**config.mk**
```make
export PLATFORM = sky130hd
export DESIGN_NAME = xcvr_rmw_engine
export DESIGN_NICKNAME = d
export VERILOG_FILES = /design/src/rtl/xcvr_rmw_engine.sv
export SDC_FILE = /design/constraint.sdc
export NUM_CORES = 1
export LEC_CHECK = 0
export ABC_AREA = 1
export ABC_CLOCK_PERIOD_IN_PS = 1700
export CAP_MARGIN = 20
export CORE_ASPECT_RATIO = 1.4
export CORE_UTILIZATION = 38
export CTS_CLUSTER_DIAMETER = 100
export DETAILED_ROUTE_END_ITERATION = 8
export PLACE_DENSITY = 0.63
export RECOVER_POWER = 100
export SYNTH_ARGS = -nofsm -noshare
export SYNTH_HDL_FRONTEND = slang
export SYNTH_SLANG_ARGS = --single-unit
```
**constraint.sdc**
```tcl
create_clock -name clk -period 1.7 [get_ports clk]
set_input_delay 0.34 -clock clk [delete_from_list [all_inputs] [get_ports clk]]
set_output_delay 0.34 -clock clk [all_outputs]
set_load 0.02 [all_outputs]
```
**src/rtl/xcvr_rmw_engine.sv**
```systemverilog
// xcvr_rmw_engine
// Command executor sitting between the fPLL/transceiver recalibration
// sequencers and the reconfiguration controller Avalon-MM management port.
// A single-cycle command pulse accepted in IDLE becomes one of these:
//   - masked read-modify-write of cmd_address
//   - write to the arbitration register (request or release the config bus)
//   - wait for the PLL/channel to drop cal_busy, with a sticky timeout flag
// busy is high for the whole life of an accepted command.
//
// Optional build macro RMW_VERIFY_EN: after the RMW write, re-read the same
// address and compare the masked bits. A mismatch sets the sticky output
// verify_err, which exists only when the macro is defined.

module xcvr_rmw_engine #(
    parameter logic [9:0]  ADDR_ARB     = 10'h000,
    parameter logic [31:0] ARB_REQ_DATA = 32'h2,
    parameter logic [31:0] ARB_REL_DATA = 32'h1,
    parameter int          CAL_SETTLE   = 16,
    parameter int          CAL_TIMEOUT  = 1000000
) (
    input  logic        clk,
    input  logic        reset_n,
    input  logic        cmd_reconfig,
    input  logic        cmd_req_cbus,
    input  logic        cmd_rel_cbus,
    input  logic        cmd_wcalib,
    input  logic [9:0]  cmd_address,
    input  logic [31:0] cmd_data,
    input  logic [31:0] cmd_mask,
    output logic        busy,
    output logic        cal_timeout,
    output logic [9:0]  mgmt_address,
    output logic [31:0] mgmt_writedata,
    input  logic [31:0] mgmt_readdata,
    output logic        mgmt_write,
    output logic        mgmt_read,
    input  logic        mgmt_waitrequest,
`ifdef RMW_VERIFY_EN
    output logic        verify_err,
`endif
    input  logic        cal_busy
);

    // State encoding kept as plain constants so older tools can read it.
    localparam logic [3:0] S_IDLE   = 4'd0;
    localparam logic [3:0] S_ARBW   = 4'd1;
    localparam logic [3:0] S_RD     = 4'd2;
    localparam logic [3:0] S_MOD    = 4'd3;
    localparam logic [3:0] S_WR     = 4'd4;
    localparam logic [3:0] S_VRD    = 4'd5;
    localparam logic [3:0] S_CMP    = 4'd6;
    localparam logic [3:0] S_SETTLE = 4'd7;
    localparam logic [3:0] S_WCAL   = 4'd8;
    localparam logic [3:0] S_DONE   = 4'd9;

    // The timeout counter runs from the wcalib command until CAL_TIMEOUT.
    localparam int TMO_W = $clog2(CAL_TIMEOUT + 1);
    localparam logic [TMO_W-1:0] TMO_MAX  = TMO_W'(CAL_TIMEOUT);
    localparam logic [TMO_W-1:0] TMO_LAST = TMO_W'(CAL_TIMEOUT - 1);
    localparam logic [TMO_W-1:0] TMO_ONE  = TMO_W'(1);

    // The settle counter counts CAL_SETTLE cycles spent in SETTLE.
    localparam int SET_W = (CAL_SETTLE > 1) ? $clog2(CAL_SETTLE) : 1;
    localparam logic [SET_W-1:0] SET_LAST = SET_W'(CAL_SETTLE - 1);
    localparam logic [SET_W-1:0] SET_ONE  = SET_W'(1);

    logic [3:0]       state_q,   state_d;
    logic             busy_q,    busy_d;
    logic             caltmo_q,  caltmo_d;
    logic [9:0]       addr_q,    addr_d;
    logic [31:0]      wdata_q,   wdata_d;
    logic             read_q,    read_d;
    logic             write_q,   write_d;
    logic [31:0]      data_q,    data_d;
    logic [31:0]      mask_q,    mask_d;
    logic [31:0]      rdata_q,   rdata_d;
    logic [SET_W-1:0] settle_q,  settle_d;
    logic [TMO_W-1:0] tmo_q,     tmo_d;
`ifdef RMW_VERIFY_EN
    logic             verr_q,    verr_d;
`endif

    logic xfer_done;

    // A strobed transfer finishes on the first cycle waitrequest is low.
    assign xfer_done = ~mgmt_waitrequest;

    assign busy           = busy_q;
    assign cal_timeout    = caltmo_q;
    assign mgmt_address   = addr_q;
    assign mgmt_writedata = wdata_q;
    assign mgmt_read      = read_q;
    assign mgmt_write     = write_q;
`ifdef RMW_VERIFY_EN
    assign verify_err     = verr_q;
`endif

    // Next-state logic: command decode, Avalon handshakes and wait counters.
    always_comb begin
        state_d  = state_q;
        busy_d   = busy_q;
        caltmo_d = caltmo_q;
        addr_d   = addr_q;
        wdata_d  = wdata_q;
        read_d   = read_q;
        write_d  = write_q;
        data_d   = data_q;
        mask_d   = mask_q;
        rdata_d  = rdata_q;
        settle_d = settle_q;
        tmo_d    = tmo_q;
`ifdef RMW_VERIFY_EN
        verr_d   = verr_q;
`endif

        case (state_q)
            S_IDLE: begin
                if (cmd_req_cbus) begin
                    state_d = S_ARBW;
                    busy_d  = 1'b1;
                    addr_d  = ADDR_ARB;
                    wdata_d = ARB_REQ_DATA;
                    write_d = 1'b1;
                end else if (cmd_rel_cbus) begin
                    state_d = S_ARBW;
                    busy_d  = 1'b1;
                    addr_d  = ADDR_ARB;
                    wdata_d = ARB_REL_DATA;
                    write_d = 1'b1;
                end else if (cmd_reconfig) begin
                    state_d = S_RD;
                    busy_d  = 1'b1;
                    addr_d  = cmd_address;
                    data_d  = cmd_data;
                    mask_d  = cmd_mask;
                    read_d  = 1'b1;
                end else if (cmd_wcalib) begin
                    state_d  = S_SETTLE;
                    busy_d   = 1'b1;
                    settle_d = '0;
                    tmo_d    = '0;
                end
            end

            S_ARBW: begin
                if (xfer_done) begin
                    write_d = 1'b0;
                    state_d = S_DONE;
                end
            end

            S_RD: begin
                if (xfer_done) begin
                    read_d  = 1'b0;
                    rdata_d = mgmt_readdata;
                    state_d = S_MOD;
                end
            end

            S_MOD: begin
                wdata_d = (rdata_q & ~mask_q) | (data_q & mask_q);
                write_d = 1'b1;
                state_d = S_WR;
            end

            S_WR: begin
                if (xfer_done) begin
                    write_d = 1'b0;
`ifdef RMW_VERIFY_EN
                    read_d  = 1'b1;
                    state_d = S_VRD;
`else
                    state_d = S_DONE;
`endif
                end
            end

`ifdef RMW_VERIFY_EN
            S_VRD: begin
                if (xfer_done) begin
                    read_d  = 1'b0;
                    rdata_d = mgmt_readdata;
                    state_d = S_CMP;
                end
            end

            S_CMP: begin
                if (((rdata_q ^ wdata_q) & mask_q) != 32'h0) begin
                    verr_d = 1'b1;
                end
                state_d = S_DONE;
            end
`endif

            S_SETTLE: begin
                if (tmo_q != TMO_MAX) begin
                    tmo_d = tmo_q + TMO_ONE;
                end
                if (settle_q >= SET_LAST) begin
                    state_d = S_WCAL;
                end else begin
                    settle_d = settle_q + SET_ONE;
                end
            end

            S_WCAL: begin
                if (!cal_busy) begin
                    state_d = S_DONE;
                end else begin
                    if (tmo_q != TMO_MAX) begin
                        tmo_d = tmo_q + TMO_ONE;
                    end
                    if (tmo_q >= TMO_LAST) begin
                        caltmo_d = 1'b1;
                        state_d  = S_DONE;
                    end
                end
            end

            S_DONE: begin
                busy_d  = 1'b0;
                state_d = S_IDLE;
            end

            default: begin
                state_d = S_IDLE;
                busy_d  = 1'b0;
                read_d  = 1'b0;
                write_d = 1'b0;
            end
        endcase
    end

    // State and datapath registers; reset aborts any transfer at once.
    always_ff @(posedge clk or negedge reset_n) begin
        if (!reset_n) begin
            state_q  <= S_IDLE;
            busy_q   <= 1'b0;
            caltmo_q <= 1'b0;
            addr_q   <= '0;
            wdata_q  <= '0;
            read_q   <= 1'b0;
            write_q  <= 1'b0;
            data_q   <= '0;
            mask_q   <= '0;
            rdata_q  <= '0;
            settle_q <= '0;
            tmo_q    <= '0;
`ifdef RMW_VERIFY_EN
            verr_q   <= 1'b0;
`endif
        end else begin
            state_q  <= state_d;
            busy_q   <= busy_d;
            caltmo_q <= caltmo_d;
            addr_q   <= addr_d;
            wdata_q  <= wdata_d;
            read_q   <= read_d;
            write_q  <= write_d;
            data_q   <= data_d;
            mask_q   <= mask_d;
            rdata_q  <= rdata_d;
            settle_q <= settle_d;
            tmo_q    <= tmo_d;
`ifdef RMW_VERIFY_EN
            verr_q   <= verr_d;
`endif
        end
    end

endmodule

```
==> run_results.csv, run 1 <==
group,metric,value,unit
global_routing,gr-total-overflow,0,
global_routing,grt_pass1_wl,32.3,mm
hold_path,min_path_type,"input pin to register",
timing,tightest_slew,1.04,ns
timing,period_needed,1.66,ns
timing,finalCritPeriodShare,97.9,%
synthesis,seq_area_frac_synth,54.5,%
synthesis,syn_nets,1008,
worst_setup_path,worst-setup-path-type,"register to register",
drt,route.detailed.drc,0,
final_layout,area_growth,37.2,%
drt,viasPerCell,4.69,
clocking,clock-sinks,170,
outcome,status,"finished clean",
place,port_buffers,159,
power_and_ir_drop,power.density,1620,nW/um^2
worst_setup_path,ff2ff_path_depth,5,
clocking,cts_tree,"done",
worst_setup_path,worstPathCellList,"nor2_2, nand2_1, or2_2, buf_12, mux2_4",
worst_setup_path,start_kind,"register",
timing,fmax,601,MHz
floorplanning,ios,160,
worst_setup_path,rr_startpoint,"state_q[0]",
timing,maxSlewViolCount,0,
final_layout,finish.utilization,53.5,%
hold_path,hold_depth,3,
drt,antenna_left,0,
synthesis,synth.largest_area_cell,"dfrtp_1",
power_and_ir_drop,finalPower,17400,uW
clocking,clk_path_buf_depth,2,
synthesis,syn_area,7800,um^2
worst_setup_path,r2r-end,"rdata_q[14]",
worst_setup_path,critPathLaunch,"state_q[0]",
clocking,clock_latency,0.42,ns
hold_path,hp-start,"cmd_mask[9]",
floorplanning,core,20000,um^2
floorplanning,fp.dieW,123,um
synthesis,synth_cells,891,
synthesis,synth_commonest_cells,"338 x nand2_1, 170 x dfrtp_1, 87 x o21ai_0",
timing,rsz0062_at_grt,"yes",
job,max_cap_viol_count,0,
power_and_ir_drop,peakVddDrop,760,uV
drt,firstDrtPassIters,5,
final_layout,diodes,0,
worst_setup_path,cp.required,2.01,ns
timing,hold_viol,0,
drt,routed_wl,19.7,mm
global_routing,grt_util_all_layers,20.0,%
floorplanning,die_y,172,um
floorplanning,die_area,21100,um^2
final_layout,final_cells,1368,
global_routing,grt_pass1_vias,6598,
place,place_inst,1320,
clocking,clkTransAtPathRegs,0.07,ns
timing,slew_headroom,30.6,%
worst_setup_path,critPathMaxFanout,23,
worst_setup_path,cp_slowest_stage_delay,0.46,ns
clocking,cts-root-buf,"clkbuf_16",
synthesis,synthFlopType,"dfrtp_1",
synthesis,yosys_warnings,0,
final_layout,nFillCells,1891,
floorplanning,rows,61,
place,hpwl,13.6,mm
synthesis,yosysMostFrequentCell,"nand2_1",
clocking,htree_levels,4,
global_routing,grt_max_degree,66,
floorplanning,start_util,39.0,%
worst_setup_path,ff2ff_setup_slack,0.04,ns
timing,setup_violations,0,
worst_setup_path,cp_slowest_cell,"dfrtp_2",
global_routing,grt_antenna_before_repair,0,
worst_setup_path,path_depth,5,
timing,fin_skew,0.0113,ns
synthesis,syn_area_per_cell,8.76,um^2
worst_setup_path,cp.arrival,1.97,ns
synthesis,synthTopCellsByArea,"dfrtp_1 55%, nand2_1 16%, o21ai_0 5.6%",
place,gp_congestion,0.881,
synthesis,async_flop_share,100,%
power_and_ir_drop,p_leak,0.00532,uW
final_layout,drive_gt1_share,14.4,%
synthesis,synth_seq_cells,170,
drt,drt_iter0_markers,344,
final_layout,nets,1220,
synthesis,synthDistinctLibCells,35,
hold_path,hold_path_end,"mask_q[9]",
worst_setup_path,cp-end-kind,"register",
worst_setup_path,critPathTopFamily,"simple AND/OR/NAND/NOR gates",
worst_setup_path,worst-path-buf-inv,1,
drt,num_vias,6410,
drt,wire_per_inst,14.4,um
timing,setup_tns,0,ns
synthesis,synth_edf_count,0,
synthesis,yosysTopAreaCellShare,54.5,%
clocking,cts_inserted_buffers,17,
place,dpl_cell_area,9940,um^2
final_layout,design_area,10700,um^2
==> sequential cells by signal (all words and copies together), names as in the netlist <==
register	flops
busy	1
state_q	4
mgmt_writedata	32
mask_q	32
data_q	32
rdata_q	32
settle_q	4
tmo_q	20
mgmt_address	10
mgmt_read	1
mgmt_write	1
cal_timeout	1
==> metal layers <==
metal / up-vias / share of wire, % / global-route usage (%)
li1: 3233 / - / -
met5: - / 0 / 0
met2: 137 / 52 / 34.8
met3: 16 / 6.2 / 6.33
met4: 0 / 1.2 / 5.40
met1: 3024 / 40 / 23.6
==> worst max path at each step <==
stage / to / slack (ns)
floorplan: rdata_q[10] / 0.13
global placement: tmo_q[13] / -0.31
detailed placement: tmo_q[3] / -0.34
CTS: tmo_q[13] / 0.009
global route: tmo_q[16] / -0.06
finish: rdata_q[14] / 0.04
==> area by class of cell <==
cell class | instances | area (um^2) | share of cell area (%)
Clock buffer | 19 | 443 | 4.14
Clock inverter | 13 | 135 | 1.26
Inverter | 74 | 278 | 2.59
Multi-Input combinational cell | 618 | 3120 | 29.2
Sequential cell | 170 | 4260 | 39.8
Tap cell | 252 | 315 | 2.95
Timing Repair Buffer | 222 | 2150 | 20.1
==> tightest hold or removal path: stages <==
cell and delay [ns]:
clkdlybuf4s50_1 0.39, nand2_1 0.06, nand2_1 0.04
==> where the power goes <==
group	switching, uW	leakage [uW]	total (uW)	internal [uW]
Sequential	951	0.00217	6680	5730
Clock	1790	0.000273	3780	1990
Combinational	3780	0.00287	6920	3140
Total	6520	0.00532	17400	10900
==> cells in the final DEF, fill, tap and decap left out, drive strengths merged <==
cell,netlist,final
a21boi,1,1
clkbuf,4,22
inv,72,78
o21ai,93,93
clkinvlp,0,3
a21oi,11,12
a31oi,1,1
clkdlybuf4s50,0,112
nand3,25,25
mux2,27,27
xnor2,5,5
xor2,10,10
a21o,1,1
o31ai,2,2
or2,1,1
a22o,15,15
buf,26,60
dlygate4sd2,0,46
nand4,2,2
dfrtp,170,170
nor2,80,80
clkinv,2,6
nor3b,1,1
dlygate4sd3,0,1
nand2,339,339
ha,3,3
==> metrics by stage <==
step,worst slack [ns],hold WS [ns]
2_1_floorplan,0.131,0.0444
3_3_place_gp,-0.309,0.272
3_5_place_dp,-0.345,0.271
4_1_cts,0.00920,0.395
5_1_grt,-0.0610,0.436
6_report,0.0352,0.449
==> cell families (layout without fill, tap and decap cells) <==
family | after synthesis | after routing | synth area share (%)
flops | 170 | 170 | 54.5
fa+ha+maj | 3 | 3 | 0.481
buf+inv | 104 | 328 | 6.70
mux | 27 | 27 | 4.86
simple gates | 448 | 448 | 22.7
compound gates | 124 | 125 | 9.06
xor+xnor | 15 | 15 | 1.68
==> what timing repair did <==
action,CTS,global route
hold buffers,1,0
gates cloned,1,2
pin swaps,4,7
endpoints found under the setup margin,66,113
gates resized for setup,50,32
setup buffers,3,9
hold endpoints to repair,32,0
No activity file was read; power rests on OpenSTA's default activity.
==> inputs of run 2 (changes only) <==
CTS_CLUSTER_DIAMETER = not set   (was 100)
SLEW_MARGIN = 30   (was not set)
==> results of run 2 <==
The final DEF is identical to that of run 1; final timing and power are the same.
==> inputs of run 3 (changes only) <==
ABC_CLOCK_PERIOD_IN_PS = 1950   (was 1700)
PLACE_DENSITY = 0.6   (was 0.63)
clock period = 1.95 ns   (was 1.7 ns; I/O delays follow)
==> run 3 against run 2 <==
Compared with the run above: clock-buffer cell count down 1; final cell count down 2.7%; largest cell class unchanged; die area unchanged; total power down 16%; utilization down 2.4 points; hold slack worse by 0.017 ns; register-to-register slack better by 0.08 ns; sequential share of layout area up 1.8 points; highest routed layer is now met5.
==> run_results.csv, run 3 (same netlist as run 1, synthesis figures left out) <==
group,metric,value,unit
floorplanning,die_y,172,um
worst_setup_path,cp.arrival,1.46,ns
floorplanning,die_area,21100,um^2
clocking,cts_tree,"done",
timing,fmax,539,MHz
drt,firstDrtPassIters,4,
timing,rsz0062_at_grt,"no",
timing,setup_violations,0,
global_routing,gr-total-overflow,0,
timing,hold_slack,0.432,ns
worst_setup_path,worst-setup-path-type,"register to primary output",
final_layout,drive_gt1_share,7.23,%
timing,fin_skew,0.00842,ns
final_layout,final_cell_mix,"338 x nand2_1, 170 x dfrtp_1, 156 x clkdlybuf4s50_1, 88 x o21ai_0, 71 x nor2_1",
timing,maxSlewViolCount,0,
job,max_cap_viol_count,0,
drt,antenna_left,0,
global_routing,grt_util_all_layers,19.2,%
floorplanning,rows,61,
place,gp_congestion,0.861,
final_layout,nets,1183,
floorplanning,fp.dieW,123,um
hold_path,min_path_type,"input pin to asynchronous set/reset pin",
worst_setup_path,cp.required,1.56,ns
clocking,cts_inserted_buffers,17,
worst_setup_path,cp_slowest_cell,"dlygate4sd3_1",
place,hpwl,13.4,mm
worst_setup_path,r2r-end,"mgmt_writedata[24]",
worst_setup_path,ff2ff_setup_slack,0.12,ns
clocking,clkTransAtPathRegs,0.08,ns
power_and_ir_drop,peakVddDrop,695,uV
drt,num_vias,6239,
clocking,cts-root-buf,"clkbuf_16",
global_routing,grt_pass1_wl,30.7,mm
drt,routed_wl,19.2,mm
worst_setup_path,start_kind,"register",
timing,slew_headroom,43.4,%
worst_setup_path,worstPathCellList,"dlygate4sd3_1",
final_layout,diodes,0,
worst_setup_path,worst-path-buf-inv,1,
final_layout,mostFrequentLayoutCell,"nand2_1",
power_and_ir_drop,power.density,1420,nW/um^2
worst_setup_path,ff2ff_path_depth,7,
place,port_buffers,159,
floorplanning,ios,160,
floorplanning,start_util,39.0,%
clocking,htree_levels,4,
worst_setup_path,critPathTopFamily,"buffers and inverters",
timing,finalCritPeriodShare,95.1,%
global_routing,grt_pass1_vias,6173,
worst_setup_path,cp_slowest_stage_delay,0.65,ns
timing,fin_ws,0.0958,ns
worst_setup_path,critPathMaxFanout,2,
timing,hold_viol,0,
worst_setup_path,rr_startpoint,"state_q[3]",
global_routing,grt_antenna_before_repair,2,
timing,tightest_slew,0.849,ns
final_layout,area_growth,31.1,%
place,dp_slack,-0.230,ns
final_layout,finish.utilization,51.2,%
clocking,clock_latency,0.43,ns
drt,viasPerCell,4.69,
clocking,clock-sinks,170,
global_routing,grt_max_degree,57,
floorplanning,core,20000,um^2
drt,wire_per_inst,14.4,um
outcome,status,"finished clean",
timing,period_needed,1.85,ns
clocking,clk_path_buf_depth,2,
drt,drt_iter0_markers,263,
drt,route.detailed.drc,0,
power_and_ir_drop,p_leak,0.00482,uW
worst_setup_path,cp-end-kind,"primary output",
## run 3: per-layer routing
metal	wire (um)	up-vias	track usage (%)
met5	22	-	0
met4	199	4	5.34
met3	1110	20	6.00
met2	9600	132	31.8
met1	8280	2917	23.9
li1	-	3166	-
## run 3: power breakdown
part	leakage, uW	switching (uW)	internal (uW)
logic	0.00234	3030	2300
registers	0.00218	839	4980
clock network	0.000293	1620	1740
## run 3: repair_timing
action,in CTS,in global routing
hold buffers,1,0
gates resized for setup,0,4
setup buffers,0,2
endpoints found under the hold margin,36,0
endpoints found under the setup margin,0,34
## run 3: worst max path at each step
stage | slack [ns] | from | depth (start not counted) | endpoint
4_1_cts | 0.01 | state_q[0] | 7 | mgmt_writedata[0]
3_3_place_gp | -0.23 | cmd_req_cbus | 9 | mgmt_writedata[0]
2_1_floorplan | 0.38 | state_q[2] | 6 | rdata_q[10]
6_report | 0.1 | cal_timeout | 1 | cal_timeout
5_1_grt | 0.005 | state_q[3] | 7 | mgmt_writedata[11]
3_5_place_dp | -0.23 | cmd_req_cbus | 9 | mgmt_writedata[0]
## run 3: metrics by stage
| step | total power, uW | instance area, um^2 | setup TNS, ns | cells |
|---|---|---|---|---|
| 5_1_grt | 15600 | 10200 | 0 | 1331 |
| 3_3_place_gp | 11300 | 9730 | -4.92 | 1295 |
| 2_1_floorplan | 9250 | 7800 | 0 | 891 |
| 3_5_place_dp | 11400 | 9730 | -6.28 | 1295 |
| 4_1_cts | 14900 | 10300 | 0 | 1328 |
| 6_report | 14500 | 10200 | 0 | 1331 |
## run 3: cell type report
class	count	area [um^2]
flip-flops and latches	170	4250
repair buffers	185	1820
clock buffers	18	429
multi-input cells	618	2970
clock inverters	14	168
well taps	252	315
fillers	1978	9770
inverters	74	278
